[src/rtl/sccb_target_regfile.sv]
// SCCB/I2C target with a 256 x 8 register file at a fixed 7-bit device address.
// Supports burst writes, two-phase reads, and reports every register write on a strobe.
module sccb_target_regfile #(
    parameter logic [6:0]  DEV7        = 7'h21,
    parameter int unsigned SYNC_STAGES = 2
) (
    input  logic       clk_i,
    input  logic       reset_i,
    input  logic       scl_i,
    input  logic       sda_i,
    output logic       sda_t_o,
    output logic       wr_valid_o,
    output logic [7:0] wr_addr_o,
    output logic [7:0] wr_data_o,
    output logic       busy_o
);

    typedef enum logic [3:0] {
        StIdle, StDev, StDevAck, StReg, StRegAck,
        StWdata, StWdataAck, StRdata, StRdAck, StIgnore
    } state_e;

    logic [SYNC_STAGES-1:0] scl_sync_q, sda_sync_q;
    logic                   scl_prev_q, sda_prev_q;
    logic                   scl_s, sda_s;
    logic                   scl_rise, scl_fall, start_det, stop_det;

    state_e     state_q;
    logic [2:0] bit_cnt_q;
    logic [7:0] shift_q, ptr_q;
    logic       rw_q, sda_t_q, busy_q, wr_valid_q;
    logic [7:0] wr_addr_q, wr_data_q;
    logic [7:0] regs_q [256];
    logic [7:0] rx_byte, rd_byte;

    assign scl_s     = scl_sync_q[SYNC_STAGES-1];
    assign sda_s     = sda_sync_q[SYNC_STAGES-1];
    assign scl_rise  = scl_s & ~scl_prev_q;
    assign scl_fall  = ~scl_s & scl_prev_q;
    assign start_det = scl_s & scl_prev_q & sda_prev_q & ~sda_s;
    assign stop_det  = scl_s & scl_prev_q & ~sda_prev_q & sda_s;
    assign rx_byte   = {shift_q[6:0], sda_s};
    assign rd_byte   = regs_q[ptr_q];

    // Synchronizers reset to the idle bus level so reset never fakes an edge.
    always_ff @(posedge clk_i) begin
        if (reset_i) begin
            scl_sync_q <= '1;
            sda_sync_q <= '1;
            scl_prev_q <= 1'b1;
            sda_prev_q <= 1'b1;
        end else begin
            scl_sync_q <= {scl_sync_q[SYNC_STAGES-2:0], scl_i};
            sda_sync_q <= {sda_sync_q[SYNC_STAGES-2:0], sda_i};
            scl_prev_q <= scl_s;
            sda_prev_q <= sda_s;
        end
    end

    always_ff @(posedge clk_i) begin
        if (reset_i) begin
            state_q    <= StIdle;
            bit_cnt_q  <= 3'd0;
            shift_q    <= 8'h00;
            ptr_q      <= 8'h00;
            rw_q       <= 1'b0;
            sda_t_q    <= 1'b1;
            busy_q     <= 1'b0;
            wr_valid_q <= 1'b0;
            wr_addr_q  <= 8'h00;
            wr_data_q  <= 8'h00;
            for (int i = 0; i < 256; i++) regs_q[i] <= 8'h00;
        end else begin
            wr_valid_q <= 1'b0;
            if (start_det) begin
                state_q   <= StDev;
                bit_cnt_q <= 3'd0;
                sda_t_q   <= 1'b1;
            end else if (stop_det) begin
                state_q <= StIdle;
                sda_t_q <= 1'b1;
                busy_q  <= 1'b0;
            end else begin
                unique case (state_q)
                    StDev, StReg, StWdata: begin
                        if (scl_rise) begin
                            shift_q   <= rx_byte;
                            bit_cnt_q <= bit_cnt_q + 3'd1;
                            if (bit_cnt_q == 3'd7) begin
                                if (state_q == StDev) begin
                                    rw_q    <= rx_byte[0];
                                    busy_q  <= (rx_byte[7:1] == DEV7);
                                    state_q <= (rx_byte[7:1] == DEV7) ? StDevAck : StIgnore;
                                end else if (state_q == StReg) begin
                                    ptr_q   <= rx_byte;
                                    state_q <= StRegAck;
                                end else begin
                                    regs_q[ptr_q] <= rx_byte;
                                    wr_valid_q    <= 1'b1;
                                    wr_addr_q     <= ptr_q;
                                    wr_data_q     <= rx_byte;
                                    ptr_q         <= ptr_q + 8'd1;
                                    state_q       <= StWdataAck;
                                end
                            end
                        end
                    end
                    StDevAck, StRegAck, StWdataAck: begin
                        // First falling edge pulls SDA low, the second one ends the slot.
                        if (scl_fall) begin
                            if (sda_t_q) begin
                                sda_t_q <= 1'b0;
                            end else begin
                                bit_cnt_q <= 3'd0;
                                if (state_q == StDevAck && rw_q) begin
                                    shift_q <= {rd_byte[6:0], 1'b1};
                                    sda_t_q <= rd_byte[7];
                                    state_q <= StRdata;
                                end else begin
                                    sda_t_q <= 1'b1;
                                    state_q <= (state_q == StDevAck) ? StReg : StWdata;
                                end
                            end
                        end
                    end
                    StRdata: begin
                        if (scl_fall) begin
                            sda_t_q <= shift_q[7];
                            shift_q <= {shift_q[6:0], 1'b1};
                        end else if (scl_rise) begin
                            bit_cnt_q <= bit_cnt_q + 3'd1;
                            if (bit_cnt_q == 3'd7) state_q <= StRdAck;
                        end
                    end
                    StRdAck: begin
                        // Release waits for SCL low so letting go of a 0 bit never looks like STOP.
                        if (scl_fall) begin
                            sda_t_q <= 1'b1;
                        end else if (scl_rise) begin
                            ptr_q <= ptr_q + 8'd1;
                            if (!sda_s) begin
                                shift_q   <= regs_q[ptr_q + 8'd1];
                                bit_cnt_q <= 3'd0;
                                state_q   <= StRdata;
                            end else begin
                                state_q <= StIgnore;
                            end
                        end
                    end
                    default: sda_t_q <= 1'b1;
                endcase
            end
        end
    end

    assign sda_t_o    = sda_t_q;
    assign wr_valid_o = wr_valid_q;
    assign wr_addr_o  = wr_addr_q;
    assign wr_data_o  = wr_data_q;
    assign busy_o     = busy_q;

endmodule

[config.mk]
export PLATFORM = sky130hd
export DESIGN_NAME = sccb_target_regfile
export DESIGN_NICKNAME = d
export VERILOG_FILES = /design/src/rtl/sccb_target_regfile.sv
export SDC_FILE = /design/constraint.sdc
export NUM_CORES = 2
export LEC_CHECK = 0
export CAP_MARGIN = 30
export CORE_MARGIN = 10
export CORE_UTILIZATION = 35
export DETAILED_ROUTE_END_ITERATION = 12
export SLEW_MARGIN = 25
export SYNTH_ARGS = -nofsm -noshare
export SYNTH_HDL_FRONTEND = slang
export SYNTH_SLANG_ARGS = --single-unit
[constraint.sdc]
create_clock -name clk_i -period 6.8 [get_ports clk_i]
set_input_delay 1.02 -clock clk_i [delete_from_list [all_inputs] [get_ports clk_i]]
set_output_delay 1.02 -clock clk_i [all_outputs]
set_load 0.03 [all_outputs]
==> results.cfg <==
[floorplan]
core-area_um2 = 324000
die_h_um = 591
die_area_um2 = 349000
rows = 209
start_util_pct = 35.2
ios = 23
die_w_um = 591

[timing]
setup_tns_ns = 0
final.min_clock_period_ns = 5.06
report.final.setup_viol = 0
maxSlewViolCount = 0
worst_slack_ns = 1.74
timing.fmax_mhz = 197
rsz0062_at_grt = no
tightest_slew_ns = 1.16
period_share_pct = 74.5
finalHoldViolations = 0
holdWs_ns = 0.435
slew-limit-headroom_pct = 22.8
worst_clock_skew_ns = 0.0772

[clock_network]
cts_buffers = 230
root_buffer = clkbuf_16
cts_tree = done
cts_sinks = 2105
clk_pin_slew_worst_paths_ns = 0.06
clock_latency_ns = 0.94
hold_buffers = 0
postCtsResizedCells = 0
htreeDepth = 4
clk_path_buf_depth = 4
cts_setup_buffers = 0

[detailed_routing]
wl_um = 420000
wl_met2_um = 185000
antenna_left = 0
wl_per_cell_um = 34.6
dr.max_layer_used = met5
via_count = 76700
first_pass_iters = 10
drc = 0
viasPerCell = 6.32
first_iter_violations = 12600
met1_length_um = 153000
dr_wl_met3_um = 57400

[setup_path]
crit_fanout = 41
required_ns = 7.58
reg2reg_from = ptr_q[1]
worstSetupStartpoint = ptr_q[1]
worstSetupPathType = register to register
critPathLaunchType = register
worst-endpoint-arrival_ns = 5.85
crit_path_end_kind = register
rrSetupSlack_ns = 1.74

[yosys]
synth_cell_types = 90
yosysWarnings = 0
synth_fp_nets = 7880
postSynthAreaPerCell_um2 = 14.5
synth_top_area_cell = edfxtp_1
synth_commonest_cells = edfxtp_1, and2_1, mux4_2
synthCells = 7870
netlist_area_um2 = 114000
async_reset_ff_share_pct = 0
synth_top_flop_cell = edfxtp_1
seq_area_frac_synth_pct = 54.9
synth_top_area_share_pct = 53.9
synth_edf_count = 2048
synth_area_leaders = edfxtp_1, mux4_2, and2_1, mux2i_1, or2_2
synth_most_common_cell = edfxtp_1
ys_seq_elements = 2105

[power]
pwr-share-seq_pct = 50.1
p_int_mw = 22.7
total_leakage_power_nw = 41.3
vdd_drop_max_v = 0.000205
share_comb_of_total_power_pct = 6.7
power.density_nw_per_um2 = 238
swShare_pct = 24.3
p_sw_mw = 7.27
clkPwrFrac_pct = 43.2

[grt]
gr-total-overflow = 0
grt_pass1_vias = 74100
antenna_found_initial = 24
grtUsageTotal_pct = 23.2
grt_pass1_wl_um = 586000
grt_max_degree = 198

[layout]
multi_input_area_um2 = 47400
syn_to_final_growth_pct = 10.4
nets = 7625
n_fill_cell = 30000
seq_area_um2 = 62700
final_core_util_pct = 38.8
drive_gt1_share_pct = 24.7
final_area_um2 = 126000

[placed_design]
post_dp_cell_area_um2 = 118000
place.gp.congestion = 1.00
io_buffers = 22
pre_cts_ws_ns = 1.87
dp_hpwl_um = 279000

[run]
cap_violations = 0

[hold_path]
min_from = sda_sync_q[0]
hp-class = register to register

[outcome]
status = finished clean
==> power by group through the flow <==
stage	logic [mW]	clock network, mW	registers, mW
after floorplan	1.20	0	15.0
after global placement	1.89	0	15.2
after global routing	2.05	13.5	15.0
after CTS	1.94	13.0	15.0
final	2.00	13.0	15.0
after detailed placement	1.94	0	15.2
==> layer usage <==
metal,track usage (%),vias up
met5,0.392,-
met4,11.2,16
met3,7.79,1065
met2,34.7,5853
met1,30.2,39700
li1,-,30000
==> cells in the final DEF (no fill, tap or decap), types with 47 or more instances in the layout <==
cell type,n
edfxtp_1,2048
clkbuf_16,230
mux2i_1,166
and3_1,104
o22ai_1,56
a21oi_1,188
nor3_1,293
nor2_1,282
and2_1,1712
a222oi_1,128
a22oi_1,53
mux4_2,955
nor2_2,64
nand3_1,48
buf_4,191
nand2_1,269
clkinv_1,47
or2_2,255
==> final timing paths <==
kind,endpoint,cells past startpoint
max reg2reg,shift_q[4],11
min,sda_sync_q[1],1
max,shift_q[4],11
min reg2reg,sda_sync_q[1],1
==> registers in the layout, summed over array words and instances, names as in the netlist, 3 cells and up, named ones only <==
register	flops
bit_cnt_q	3
ptr_q	8
regs_q	2048
shift_q	8
state_q	4
wr_addr_o	8
wr_data_o	8
==> final cells by class <==
class / instances / area share, %
Clock buffer: 271 / 4.71
Tap cell: 4325 / 4.30
Antenna cell: 13 / 0.0258
Timing Repair Buffer: 268 / 2.14
Inverter: 15 / 0.0557
Clock inverter: 144 / 1.30
Sequential cell: 2105 / 49.8
Multi-Input combinational cell: 4995 / 37.7
==> worst max-delay path, stage by stage (launching register included) <==
cell      delay (ns)
dfxtp_1         0.52
inv_1           0.16
ha_4            0.37
buf_4           0.27
buf_12          0.32
mux4_2          0.61
a222oi_1        0.81
a21oi_1         0.47
nor4_1          0.87
o22ai_1         0.15
o21ai_0         0.20
a211oi_1        0.09
==> cells by family (layout without fill, tap and decap cells) <==
kind of cell             Yosys count  in the layout  synth area share, %
flip-flops                      2105           2105                 54.9
AO/OA/AOI/OAI                    639            639                 4.04
multiplexers                    1170           1170                 21.4
XOR/XNOR                           9              9               0.0691
AND/OR/NAND/NOR                 3170           3170                 15.9
adder cells (fa/ha/maj)            7              7               0.0746
buffers and inverters            770            698                 3.64
other                              0             13                    0
==> stage by stage <==
stage          std cells  total power [mW]
2_1_floorplan       7870              16.2
3_3_place_gp       11700              17.1
3_5_place_dp       11700              17.2
4_1_cts            12100              29.9
5_1_grt            12100              30.6
6_report           12100              30.0
No activity file was read; power rests on OpenSTA's default activity.
